File: config.mk
export PLATFORM = sky130hd
export DESIGN_NAME = mips_multicycle_control
export DESIGN_NICKNAME = d
export VERILOG_FILES = /design/src/rtl/mips_multicycle_control.sv
export SDC_FILE = /design/constraint.sdc
export NUM_CORES = 1
export LEC_CHECK = 0
export ABC_AREA = 1
export BUFFER_PORTS_ARGS = -buffer_cell sky130_fd_sc_hd__clkbuf_2
export CORE_MARGIN = 10
export CORE_UTILIZATION = 42
export CTS_CLUSTER_SIZE = 40
export DETAILED_ROUTE_END_ITERATION = 12
export PLACE_DENSITY = 0.74
export RECOVER_POWER = 50
export SLEW_MARGIN = 20
export SYNTH_ARGS = -nofsm -noshare
export SYNTH_HDL_FRONTEND = slang
export SYNTH_SLANG_ARGS = --single-unit
File: constraint.sdc
create_clock -name clk_i -period 1.1 [get_ports clk_i]
set_input_delay 0.22 -clock clk_i [delete_from_list [all_inputs] [get_ports clk_i]]
set_output_delay 0.22 -clock clk_i [all_outputs]
set_load 0.005 [all_outputs]
File: src/rtl/mips_multicycle_control.sv
// mips_multicycle_control: Moore control FSM for a multicycle MIPS datapath; define MC_ADDI_EN to add addi (ADDIEX/ADDIWB)
module mips_multicycle_control (
    input  logic       clk_i,
    input  logic       rst_i,
    input  logic [5:0] op_i,
    input  logic       mem_ready_i,
    output logic       pc_write_o,
    output logic       branch_o,
    output logic       iord_o,
    output logic       mem_write_o,
    output logic       ir_write_o,
    output logic       reg_dst_o,
    output logic       mem_to_reg_o,
    output logic       reg_write_o,
    output logic       alu_src_a_o,
    output logic [1:0] alu_src_b_o,
    output logic [1:0] pc_src_o,
    output logic [1:0] alu_op_o,
    output logic [3:0] state_o,
    output logic       illegal_op_o
);
    localparam logic [5:0] OP_LW  = 6'b100011;
    localparam logic [5:0] OP_SW  = 6'b101011;
    localparam logic [5:0] OP_RT  = 6'b000000;
    localparam logic [5:0] OP_BEQ = 6'b000100;
    localparam logic [5:0] OP_J   = 6'b000010;
    localparam logic [3:0] FETCH   = 4'd0;
    localparam logic [3:0] DECODE  = 4'd1;
    localparam logic [3:0] MEMADR  = 4'd2;
    localparam logic [3:0] MEMRD   = 4'd3;
    localparam logic [3:0] MEMWB   = 4'd4;
    localparam logic [3:0] MEMWR   = 4'd5;
    localparam logic [3:0] EXECUTE = 4'd6;
    localparam logic [3:0] ALUWB   = 4'd7;
    localparam logic [3:0] BRANCH  = 4'd8;
    localparam logic [3:0] JUMP    = 4'd11;
`ifdef MC_ADDI_EN
    localparam logic [5:0] OP_ADDI = 6'b001000;
    localparam logic [3:0] ADDIEX  = 4'd9;
    localparam logic [3:0] ADDIWB  = 4'd10;
`endif

    logic [3:0] state;
    logic [3:0] next_state;
    logic [3:0] decode_target;
    logic [5:0] op_q;
    logic       illegal_q;

    // Opcode dispatch out of DECODE; FETCH as a target means the opcode is unsupported
    always_comb begin
        case (op_i)
            OP_LW, OP_SW: decode_target = MEMADR;
            OP_RT:        decode_target = EXECUTE;
            OP_BEQ:       decode_target = BRANCH;
            OP_J:         decode_target = JUMP;
`ifdef MC_ADDI_EN
            OP_ADDI:      decode_target = ADDIEX;
`endif
            default:      decode_target = FETCH;
        endcase
    end

    // State register, opcode latched on DECODE exit, sticky illegal-opcode flag
    always_ff @(posedge clk_i or posedge rst_i) begin
        if (rst_i) begin
            state     <= FETCH;
            op_q      <= 6'd0;
            illegal_q <= 1'b0;
        end else begin
            state <= next_state;
            if (state == DECODE) begin
                op_q      <= op_i;
                illegal_q <= illegal_q | (decode_target == FETCH);
            end
        end
    end

    // Next-state logic; memory states wait for mem_ready_i, unused encodings fall back to FETCH
    always_comb begin
        case (state)
            FETCH:   next_state = mem_ready_i ? DECODE : FETCH;
            DECODE:  next_state = decode_target;
            MEMADR:  next_state = (op_q == OP_LW) ? MEMRD : MEMWR;
            MEMRD:   next_state = mem_ready_i ? MEMWB : MEMRD;
            MEMWR:   next_state = mem_ready_i ? FETCH : MEMWR;
            EXECUTE: next_state = ALUWB;
`ifdef MC_ADDI_EN
            ADDIEX:  next_state = ADDIWB;
`endif
            default: next_state = FETCH;
        endcase
    end

    // Moore outputs; only the FETCH writes are gated by the memory handshake
    always_comb begin
        pc_write_o   = 1'b0;
        branch_o     = 1'b0;
        iord_o       = 1'b0;
        mem_write_o  = 1'b0;
        ir_write_o   = 1'b0;
        reg_dst_o    = 1'b0;
        mem_to_reg_o = 1'b0;
        reg_write_o  = 1'b0;
        alu_src_a_o  = 1'b0;
        alu_src_b_o  = 2'b00;
        pc_src_o     = 2'b00;
        alu_op_o     = 2'b00;
        case (state)
            FETCH: begin
                alu_src_b_o = 2'b01;
                ir_write_o  = mem_ready_i;
                pc_write_o  = mem_ready_i;
            end
            DECODE:  alu_src_b_o = 2'b11;
            MEMADR: begin
                alu_src_a_o = 1'b1;
                alu_src_b_o = 2'b10;
            end
            MEMRD:   iord_o = 1'b1;
            MEMWB: begin
                mem_to_reg_o = 1'b1;
                reg_write_o  = 1'b1;
            end
            MEMWR: begin
                iord_o      = 1'b1;
                mem_write_o = 1'b1;
            end
            EXECUTE: begin
                alu_src_a_o = 1'b1;
                alu_op_o    = 2'b10;
            end
            ALUWB: begin
                reg_dst_o   = 1'b1;
                reg_write_o = 1'b1;
            end
            BRANCH: begin
                alu_src_a_o = 1'b1;
                alu_op_o    = 2'b01;
                pc_src_o    = 2'b01;
                branch_o    = 1'b1;
            end
`ifdef MC_ADDI_EN
            ADDIEX: begin
                alu_src_a_o = 1'b1;
                alu_src_b_o = 2'b10;
            end
            ADDIWB:  reg_write_o = 1'b1;
`endif
            JUMP: begin
                pc_src_o   = 2'b10;
                pc_write_o = 1'b1;
            end
            default: ;
        endcase
    end

    assign state_o      = state;
    assign illegal_op_o = illegal_q;
endmodule

==> results of run 1 <==
## layout make-up
class                           instances  area (sq um)  share of cell area
Clock buffer                            4          26.3              0.0200
Tap cell                               16          20.0              0.0153
Timing Repair Buffer                   60           450               0.343
Multi-Input combinational cell         79           464               0.354
Sequential cell                        11           279               0.213
Inverter                               18          72.6              0.0553
## worst paths after layout
path                                           from                  endpoint  slack (ps)  cells after the start
max                            state_o[2]$_DFF_PP0_            alu_src_b_o[1]        -490                      7
min                                         op_i[5]       op_q[5]$_DFFE_PP0P_         190                      3
min in group asynchronous                     rst_i       op_q[3]$_DFFE_PP0P_         470                      3
max reg2reg                    state_o[2]$_DFF_PP0_      state_o[2]$_DFF_PP0_        -280                     10
max in group asynchronous                     rst_i      state_o[3]$_DFF_PP0_         310                      3
min reg2reg                illegal_op_o$_DFFE_PP0P_  illegal_op_o$_DFFE_PP0P_         480                      1
## synth_stat cells
library cell,number,area share
nor2_1,27,0.14
nand2_1,26,0.14
inv_1,16,0.083
dfrtp_1,11,0.38
nand3_1,9,0.062
a21oi_1,2,0.014
nand2_2,2,0.017
o21ai_0,2,0.014
o21ai_1,2,0.014
buf_4,1,0.010
inv_2,1,0.0052
inv_4,1,0.0087
nand2_4,1,0.016
nand4_1,1,0.0087
nor2_2,1,0.0087
nor2_8,1,0.028
nor3_2,1,0.014
o21a_1,1,0.010
o21bai_1,1,0.010
o22ai_1,1,0.0087
or2_1,1,0.0087
## placed cells by master (no fill, tap or decap), drive strengths merged, types with 2 or more instances in the layout
master and instances:
clkbuf 24, nor2 29, buf 39, nand2 29, a21oi 2, dfrtp 11
o21ai 4, inv 18, nand3 9
## repair_timing
| item | in CTS | in global routing |
|---|---|---|
| pin swaps | 7 | 10 |
| buffers inserted | 5 | 10 |
| endpoints found under the setup margin | 28 | 29 |
| endpoints found under the hold margin | 11 | 0 |
| hold buffers | 1 | 0 |
| gates resized for setup | 19 | 32 |
## flip-flops by register name, indices dropped and copies added, names as in the netlist
signal,cells
state_o,4
op_q,6
illegal_op_o,1
## through the flow
| step | setup WS (ps) | instances | area (sq um) | hold WS (ps) | util |
|---|---|---|---|---|---|
| after detailed placement | -217 | 170 | 1040 | 217 | 0.665 |
| after CTS | -408 | 180 | 1170 | 197 | 0.752 |
| after floorplan | -26.1 | 109 | 737 | 72.3 | - |
| final | -492 | 188 | 1310 | 191 | 0.842 |
| after global routing | -560 | 188 | 1310 | 194 | 0.842 |
| after global placement | -101 | 170 | 1040 | 204 | 0.665 |
## per-layer routing
metal | global-route usage | up-vias | share of wire
li1 | - | 459 | -
met1 | 0.144 | 443 | 0.37
met2 | 0.243 | 52 | 0.52
met3 | 0.0185 | 9 | 0.073
met4 | 0.0669 | 0 | 0.030
met5 | 0 | - | 0
## where the power goes
group          leakage (nW)  total, mW  switching [mW]  internal (mW)
combinational         0.584      0.655           0.325          0.330
sequential            0.131      0.548          0.0593          0.489
clock                0.0150      0.285           0.144          0.141
## cells by family (layout without fill, tap and decap cells)
family	after synthesis	count (layout)	synth area share
buf+inv	19	82	0.108
simple gates	70	70	0.439
compound gates	9	9	0.0712
flops	11	11	0.382
## worst max-delay path, delay by kind of cell, from the launching register on
family / cells / cell delay, ps
simple gates: 3 / 260
flops: 1 / 420
buf+inv: 4 / 410
==> summary.md, run 1 <==
| Metric | Value |
|---|---|
| Run status | complete, but fails checks |
| Failing checks | negative setup slack |
| CTS H-tree lvls | 1 |
| Total inserted antenna cells | 0 |
| Clk slew on worst S/H paths | 70 ps |
| PortBufs | 28 |
| Final Hold Fails | 0 |
| Area Overhead vs Synth | 82.1% |
| Vias | 963 |
| Worst EP required | 880 ps |
| First-pass GRT wire length | 3710 um |
| Starting DRC count in detailed routing | 47 |
| #FFs+latches synth | 11 |
| Antenna viol nets, final | 0 |
| YS warnings | 0 |
| Fin crit share | 1.45 |
| Synth unique cells | 21 |
| Syn_nets | 118 |
| Number of core rows | 14 |
| Fmax achieved | 628 MHz |
| Critical-path cell list | inv_2, nand2_4, buf_6, nor2_8, inv_4, nand2_1, buf_2 |
| DIE AREA | 3770 sq um |
| CTS tree | done |
| Peak supply drop | 1.02 mV |
| First-pass DRT Iterations | 4 |
| Wire per inst | 15.9 um |
| Setup TNS Final | -8930 ps |
| Hold crit path type | input pin to flip-flop |
| Final GP Congestion | 0.847 |
| Final min period | 1590 ps |
| CTS Buffer Depth | 2 |
| Max Cap Violations | 0 |
| CP Data Arrival Time | 1370 ps |
| Clock latency on the worst-skew pair | 280 ps |
| Post-Route WL | 2990 um |
| Core Region | 1560 sq um |
| Setup CP Type | flip-flop to output port |
| Max_slew headroom | 0.714 |
| CTS Buf Count | 3 |
| Final Power | 1.49 mW |
| Via density per instance | 5.12 |
| Initial Utilization | 0.462 |
| Total grt overflow | 0 |
| # DRC | 0 |
| DIE HEIGHT | 61.4 um |
| PD cells | 1130 nW/um^2 |
| RSZ-0062 raised after global routing | yes |
| Largest net degree at the start of global routing | 12 |
| CTS sink cnt | 11 |
| Slowest-stage cell, CP | dfrtp_1 |
| CTS root buf | clkbuf_4 |
| Worst Skew | 0.430 ps |
| Setup crit end kind | output port |
| Crit path max fanout | 4 |
| Die X | 61.4 um |
| Startpoint types | flip-flop |
| Layout fillers | 94 |
| Synthesized area | 721 sq um |
| Share of cells above drive strength 1 | 0.552 |
| Final HPWL DP | 1810 um |
| PnR worst setup slack | -492 ps |
| Layout Nets | 182 |
| Syn Area/Cell | 6.61 sq um |
| Slowest cell delay on critical path | 420 ps |
| Final Setup Violations | 29 |
| Syn Inst Count | 109 |
| Vias in the first global route | 848 |
| Top Ports | 29 |
| Slew Limit Fails | 0 |
| Register area share after synthesis | 0.382 |
| GRT Resource Usage Total | 0.132 |
| P_leak | 0.730 nW |
| Initial antenna violation count | 0 |
| Tightest Pin Transition | 428 ps |
Power figures use the tool's default switching activity.
==> run 2, diff against run 1 <==
--- a/config.mk
+++ b/config.mk
@@ -5,13 +5,13 @@
 export SDC_FILE = /design/constraint.sdc
 export NUM_CORES = 1
 export LEC_CHECK = 0
-export ABC_AREA = 1
+export ABC_CLOCK_PERIOD_IN_PS = 1100
 export BUFFER_PORTS_ARGS = -buffer_cell sky130_fd_sc_hd__clkbuf_2
 export CORE_MARGIN = 10
 export CORE_UTILIZATION = 42
 export CTS_CLUSTER_SIZE = 40
 export DETAILED_ROUTE_END_ITERATION = 12
-export PLACE_DENSITY = 0.74
+export PLACE_DENSITY = 0.73
 export RECOVER_POWER = 50
 export SLEW_MARGIN = 20
 export SYNTH_ARGS = -nofsm -noshare
==> summary.md, run 2 <==
| Metric | Value |
|---|---|
| YS warnings | 0 (unchanged) |
| Cell with the most instances after synthesis | dfrtp_1 (was nor2_1) |
| Crit path max fanout | 3 (was 4) |
| Fraction of the mapped netlist area in adder cells | 0 (unchanged) |
| P_leak | 0.692 nW (was 0.730 nW) |
| CP Data Arrival Time | 1450 ps (was 1370 ps) |
| Most common cell after layout, fill and taps aside | buf_4 |
| #FFs+latches synth | 11 (unchanged) |
| Synth area leader | dfrtp_1 (unchanged) |
| CTS sink cnt | 11 (unchanged) |
| Worst Skew | 6.59 ps (was 0.430 ps) |
| Largest net degree at the start of global routing | 12 (unchanged) |
| CTS tree | done (unchanged) |
| Worst reg2reg path depth | 5 (was 10) |
| Share of the synthesized area in the top cell type | 0.368 (was 0.382) |
| Layout Nets | 155 (was 182) |
| Synth unique cells | 35 (was 21) |
| Setup crit end kind | output port (unchanged) |
| Cell area after layout | 1390 sq um (was 1310 sq um) |
| Final GP Congestion | 0.775 (was 0.847) |
| DIE HEIGHT | 62.2 um (was 61.4 um) |
| Vias | 880 (was 963) |
| Slowest-stage cell, CP | or4b_4 (was dfrtp_1) |
| CTS Buffer Depth | 2 (unchanged) |
| CTS Buf Count | 3 (unchanged) |
| Clock latency on the worst-skew pair | 280 ps (about the same) |
| Fin crit share | 1.52 (was 1.45) |
| Register area share after synthesis | 0.368 (was 0.382) |
| Via density per instance | 5.18 (was 5.12) |
| Syn Inst Count | 82 (was 109) |
| Post-synthesis xor/xnor area fraction | 0.0351 (was 0) |
| GR Util met1 | 0.145 (was 0.144) |
| Met2 usage | 0.249 (was 0.243) |
| Setup TNS Final | -11760 ps (was -8930 ps) |
| CP Depth | 3 (was 7) |
| Final Hold Fails | 0 (unchanged) |
| Largest reg by FF count | op_q (unchanged) |
| Initial antenna violation count | 0 (unchanged) |
| Slew Limit Fails | 0 (unchanged) |
| Max Cap Violations | 0 (unchanged) |
| Post-synthesis mux area share | 0.0886 (was 0) |
| Area Overhead vs Synth | 85.1% (was 82.1%) |
| Antenna viol nets, final | 0 (unchanged) |
| Worst EP required | 880 ps (about the same) |
| Die X | 62.2 um (was 61.4 um) |
| Number of core rows | 15 (was 14) |
| Run status | complete, but fails checks (unchanged) |
| Hold crit path type | input pin to flip-flop (unchanged) |
| CTS root buf | clkbuf_4 (unchanged) |
| Largest register FFs | 6 (unchanged) |
| Synth async-reset ratio | 1.00 (unchanged) |
| WP buf/inv | 1 (was 4) |
| Final HPWL DP | 1800 um (was 1810 um) |
| Syn Area/Cell | 9.12 sq um (was 6.61 sq um) |
| PnR worst setup slack | -568 ps (was -492 ps) |
| Critical-path cell list | or4b_4, nand2_2, clkbuf_2 (was inv_2, nand2_4, buf_6, nor2_8, inv_4, nand2_1, buf_2) |
| Vias in the first global route | 925 (was 848) |
| Share of cells above drive strength 1 | 0.648 (was 0.552) |
| Syn_nets | 91 (was 118) |
| Fmax achieved | 600 MHz (was 628 MHz) |
| RSZ-0062 raised after global routing | yes (unchanged) |
| Peak supply drop | 1.13 mV (was 1.02 mV) |
| Synth top cells by count | dfrtp_1 (11), nor2_1 (9), mux2_1 (5), nand2_1 (5), nor3_1 (5) (was nor2_1 (27), nand2_1 (26), inv_1 (16)) |
| Synth Area in Simple Gates | 0.328 (was 0.439) |
| Synthesized area | 748 sq um (was 721 sq um) |
| Startpoint types | flip-flop (unchanged) |
| Initial Utilization | 0.438 (was 0.462) |
| Commonest cells after routing, fill and taps aside | buf_4 (22), clkbuf_2 (19), buf_6 (13) (was nand2_1 (21), nor2_1 (21), clkbuf_2 (20)) |
| Core Region | 1710 sq um (was 1560 sq um) |
| First-pass GRT wire length | 4490 um (was 3710 um) |
| Largest family of logic cells by synthesized area | simple AND/OR/NAND/NOR gates (unchanged) |
| Top Ports | 29 (unchanged) |
| CTS H-tree lvls | 1 (unchanged) |
| Post-synth EDFFs | 0 (unchanged) |
| PD cells | 1070 nW/um^2 (was 1130 nW/um^2) |
| GRT Resource Usage Total | 0.138 (was 0.132) |
| Post-Route WL | 2790 um (was 2990 um) |
| Final Util | 0.811 (was 0.842) |
| Slowest cell delay on critical path | 550 ps (was 420 ps) |
| First-pass DRT Iterations | 5 (was 4) |
| Setup CP Type | flip-flop to output port (unchanged) |
| # DRC | 0 (unchanged) |
| Primary FF master, synth | dfrtp_1 (unchanged) |
| Top delay family on crit path | simple AND/OR/NAND/NOR gates (was flip-flops) |
| Worst Hold Depth | 2 (was 3) |
| Placed Instance Area | 1090 sq um (was 1040 sq um) |
| Clk slew on worst S/H paths | 70 ps (about the same) |
| Max_slew headroom | 0.726 (was 0.714) |
| Final Setup Violations | 30 (was 29) |
| Total grt overflow | 0 (unchanged) |
| GR peak layer | met2 (unchanged) |
| Final min period | 1670 ps (was 1590 ps) |
| Wire per inst | 16.4 um (was 15.9 um) |
| GR Util met3 | 0.0341 (was 0.0185) |
| Complex-gate fraction of the synthesized area | 0.107 (was 0.0712) |
| Area contributors post-synth | dfrtp_1 (37%), mux2_1 (7.5%), nor2_1 (4.5%), xor2_1 (3.5%), and3_1 (3.3%) (was dfrtp_1 (38%), nor2_1 (14%), nand2_1 (14%), inv_1 (8.3%), nand3_1 (6.3%)) |
| Failing checks | negative setup slack (unchanged) |
| PortBufs | 28 (unchanged) |
| Starting DRC count in detailed routing | 37 (was 47) |
| Total inserted antenna cells | 0 (unchanged) |
| DIE AREA | 3870 sq um (was 3770 sq um) |
| Tightest Pin Transition | 410 ps (was 428 ps) |
==> run 2: cell types whose count changed after synthesis, moves of 3 or more <==
cell	previous run	this run
nor2_1	27	9
nor3_1	0	5
mux2_1	0	5
nand3_1	9	2
inv_1	16	2
nand2_1	26	5
xor2_1	0	3
and3_1	0	4
nor3b_1	0	3
==> run 2: kinds of logic (layout without fill, tap and decap cells) <==
family | after synthesis | in the layout
buffers and inverters | 10 | 73
DFF | 11 | 11
and+or+nand+nor | 40 | 40
muxes | 6 | 6
xor gates and xnor gates | 3 | 3
AOI/OAI and AO/OA | 12 | 12
==> run 2: repair_timing <==
item	4_1_cts	5_1_grt
gates cloned	1	1
pin swaps	5	4
endpoints found under the setup margin	30	30
buffers inserted	9	3
endpoints found under the hold margin	11	0
hold buffers	1	0
resized for setup	19	24
==> run 2: layer usage <==
layer	wire [um]	share of wire	vias to the layer above
met3	124	0.044	11
met1	1060	0.38	419
li1	-	-	421
met4	108	0.039	0
met5	0	0	-
met2	1500	0.54	29
==> run 2: final timing paths <==
check / slack, ps / start / to
max: -570 / state_o[2]$_DFF_PP0_ / alu_src_b_o[1]
max in group asynchronous: 330 / rst_i / state_o[1]$_DFF_PP0_
min in group asynchronous: 450 / rst_i / op_q[2]$_DFFE_PP0P_
max reg2reg: -470 / state_o[2]$_DFF_PP0_ / op_q[1]$_DFFE_PP0P_
min: 200 / op_i[3] / op_q[3]$_DFFE_PP0P_
min reg2reg: 480 / illegal_op_o$_DFFE_PP0P_ / illegal_op_o$_DFFE_PP0P_
==> run 2: power breakdown <==
part	switching [mW]	internal (mW)
sequential	0.0559	0.485
combinational	0.260	0.401
clock	0.140	0.141
==> run 2: area by class of cell <==
type                            count  area (sq um)
Multi-Input combinational cell     61           531
Clock buffer                        4          26.3
Timing Repair Buffer               66           507
Sequential cell                    11           279
Inverter                            3          11.3
Fill cell                          99           323
Tap cell                           25          31.3
==> run 2: metrics by stage <==
step / instances / worst slack, ps / hold WS, ps / total power [mW]
after global routing: 170 / -605 / 190 / 1.57
after global placement: 151 / -279 / 209 / 1.02
after floorplan: 82 / -263 / 72.4 / 0.825
after detailed placement: 151 / -307 / 211 / 1.04
after CTS: 166 / -536 / 203 / 1.38
final: 170 / -568 / 204 / 1.48
==> run 3, diff against run 2 <==
--- a/config.mk
+++ b/config.mk
@@ -13,6 +13,7 @@
 export DETAILED_ROUTE_END_ITERATION = 12
 export PLACE_DENSITY = 0.73
 export RECOVER_POWER = 50
+export SETUP_SLACK_MARGIN = 0.02
 export SLEW_MARGIN = 20
 export SYNTH_ARGS = -nofsm -noshare
 export SYNTH_HDL_FRONTEND = slang
==> summary.md, run 3 (same netlist as run 2, synthesis figures left out) <==
| Metric | Value |
|---|---|
| Crit path max fanout | 5 (was 3) |
| First-pass GRT wire length | 4190 um (was 4490 um) |
| Run status | complete, but fails checks (unchanged) |
| Cell count after placement | 150 (was 151) |
| Peak supply drop | 0.911 mV (was 1.13 mV) |
| Core Region | 1710 sq um (unchanged) |
| Startpoint types | flip-flop (unchanged) |
| Commonest cells after routing, fill and taps aside | buf_6 (22), buf_4 (17), clkbuf_2 (13) (was buf_4 (22), clkbuf_2 (19), buf_6 (13)) |
| Worst EP required | 880 ps (about the same) |
| Die X | 62.2 um (unchanged) |
| CTS sink cnt | 11 (unchanged) |
| Final Power | 1.47 mW (was 1.48 mW) |
| Failing checks | negative setup slack (unchanged) |
| Vias in the first global route | 925 (unchanged) |
| GRT Resource Usage Total | 0.127 (was 0.138) |
| Final Util | 0.843 (was 0.811) |
| Top Ports | 29 (unchanged) |
| Largest register FFs | 6 (unchanged) |
| First-pass DRT Iterations | 4 (was 5) |
| CTS Buf Count | 3 (unchanged) |
| Fin cells | 168 (was 170) |
| Largest net degree at the start of global routing | 12 (unchanged) |
| Hold crit path type | input pin to flip-flop (unchanged) |
| CTS Buffer Depth | 2 (unchanged) |
| Total inserted antenna cells | 0 (unchanged) |
| Layout Nets | 153 (was 155) |
| Setup CP Type | flip-flop to output port (unchanged) |
| Post-Route WL | 2790 um (about the same) |
| Final Hold Fails | 0 (unchanged) |
| DIE HEIGHT | 62.2 um (unchanged) |
| Setup crit end kind | output port (unchanged) |
| CP Data Arrival Time | 1510 ps (was 1450 ps) |
| Worst Skew | 2.11 ps (was 6.59 ps) |
| Max Cap Violations | 0 (unchanged) |
| Fmax achieved | 579 MHz (was 600 MHz) |
| RSZ-0062 raised after global routing | yes (unchanged) |
| PnR worst setup slack | -627 ps (was -568 ps) |
| PortBufs | 28 (unchanged) |
| CTS root buf | clkbuf_4 (unchanged) |
| Slew Limit Fails | 0 (unchanged) |
| Routed met1 length | 1080 um (was 1060 um) |
| Final Setup Violations | 30 (unchanged) |
| Largest reg by FF count | op_q (unchanged) |
| Initial antenna violation count | 0 (unchanged) |
| Share of cells above drive strength 1 | 0.678 (was 0.648) |
| Vias | 875 (was 880) |
| # DRC | 0 (unchanged) |
| Wire per inst | 16.6 um (was 16.4 um) |
| CTS H-tree lvls | 1 (unchanged) |
| Clk slew on worst S/H paths | 70 ps (about the same) |
| Layout fillers | 106 (was 99) |
| Final GP Congestion | 0.777 (was 0.775) |
| Via density per instance | 5.21 (was 5.18) |
| Area Overhead vs Synth | 92.5% (was 85.1%) |
| DIE AREA | 3870 sq um (unchanged) |
| Initial Utilization | 0.438 (unchanged) |
| Starting DRC count in detailed routing | 9 (was 37) |
| P_leak | 0.700 nW (was 0.692 nW) |
| CTS tree | done (unchanged) |
| Antenna viol nets, final | 0 (unchanged) |
| Final HPWL DP | 1770 um (was 1800 um) |
| Most common cell after layout, fill and taps aside | buf_6 (was buf_4) |
| PD cells | 1020 nW/um^2 (was 1070 nW/um^2) |
| Total grt overflow | 0 (unchanged) |
| Tightest Pin Transition | 454 ps (was 410 ps) |
| Max_slew headroom | 0.697 (was 0.726) |
| Max layer used | met4 (unchanged) |
| WL met3 | 92 um (was 124 um) |
| Clock latency on the worst-skew pair | 270 ps (was 280 ps) |
| Met2 Wirelength | 1550 um (was 1500 um) |
| Final min period | 1730 ps (was 1670 ps) |
| Fin crit share | 1.57 (was 1.52) |
| Number of core rows | 15 (unchanged) |
run 3: changes by cell type in the layout (fill, tap and decap cells not counted), moves of 2 or more:
cell | before | now
buf_2 | 9 | 11
clkbuf_2 | 19 | 13
buf_6 | 13 | 22
nor2_4 | 1 | 3
buf_4 | 22 | 17
run 3: per-layer routing:
metal	vias to the layer above	GRT usage
li1	417	-
met1	425	0.137
met2	26	0.232
met3	7	0.0269
met4	0	0.0486
met5	-	0
run 3: worst paths after layout:
check | start | slack [ps] | to | depth (start not counted)
max reg2reg | state_o[2]$_DFF_PP0_ | -440 | op_q[1]$_DFFE_PP0P_ | 5
max in group asynchronous | rst_i | 280 | state_o[1]$_DFF_PP0_ | 3
max | state_o[1]$_DFF_PP0_ | -630 | alu_src_a_o | 4
min reg2reg | illegal_op_o$_DFFE_PP0P_ | 480 | illegal_op_o$_DFFE_PP0P_ | 1
min | op_i[3] | 200 | op_q[3]$_DFFE_PP0P_ | 2
min in group asynchronous | rst_i | 480 | op_q[2]$_DFFE_PP0P_ | 3
run 3: final cells by class:
class	instances	area, sq um	area share
clock buffer	4	26.3	0.0182
sequential	11	279	0.194
timing repair buffer	64	505	0.351
inverter	3	18.8	0.0130
tap	25	31.3	0.0217
multi-input combinational	61	579	0.402
run 3: where the power goes:
part	internal [mW]	total, mW	switching (mW)	leakage, nW
combinational	0.390	0.653	0.263	0.556
sequential	0.485	0.539	0.0545	0.129
clock	0.141	0.280	0.140	0.0150
run 3: critical path, stage by stage (launching register included):
cell	delay, ps
dfrtp_2	470
buf_6	150
or2_0	240
a21oi_1	220
buf_2	160
run 3: timing repair:
| item | in CTS | in global routing |
|---|---|---|
| buffers inserted | 8 | 5 |
| setup endpoints to repair | 30 | 30 |
| resized for setup | 25 | 39 |
| pin swaps | 7 | 10 |
| hold buffers | 1 | 0 |
| hold endpoints to repair | 11 | 0 |
run 3: through the flow:
stage          setup WS (ps)  hold WS (ps)  setup TNS [ps]  instance area (sq um)
6_report                -627           200          -11300                   1440
3_3_place_gp            -278           204           -4410                   1090
2_1_floorplan           -263          72.4           -2900                    817
5_1_grt                 -671           195          -12940                   1440
4_1_cts                 -531           199          -10720                   1270
3_5_place_dp            -300           210           -5120                   1090
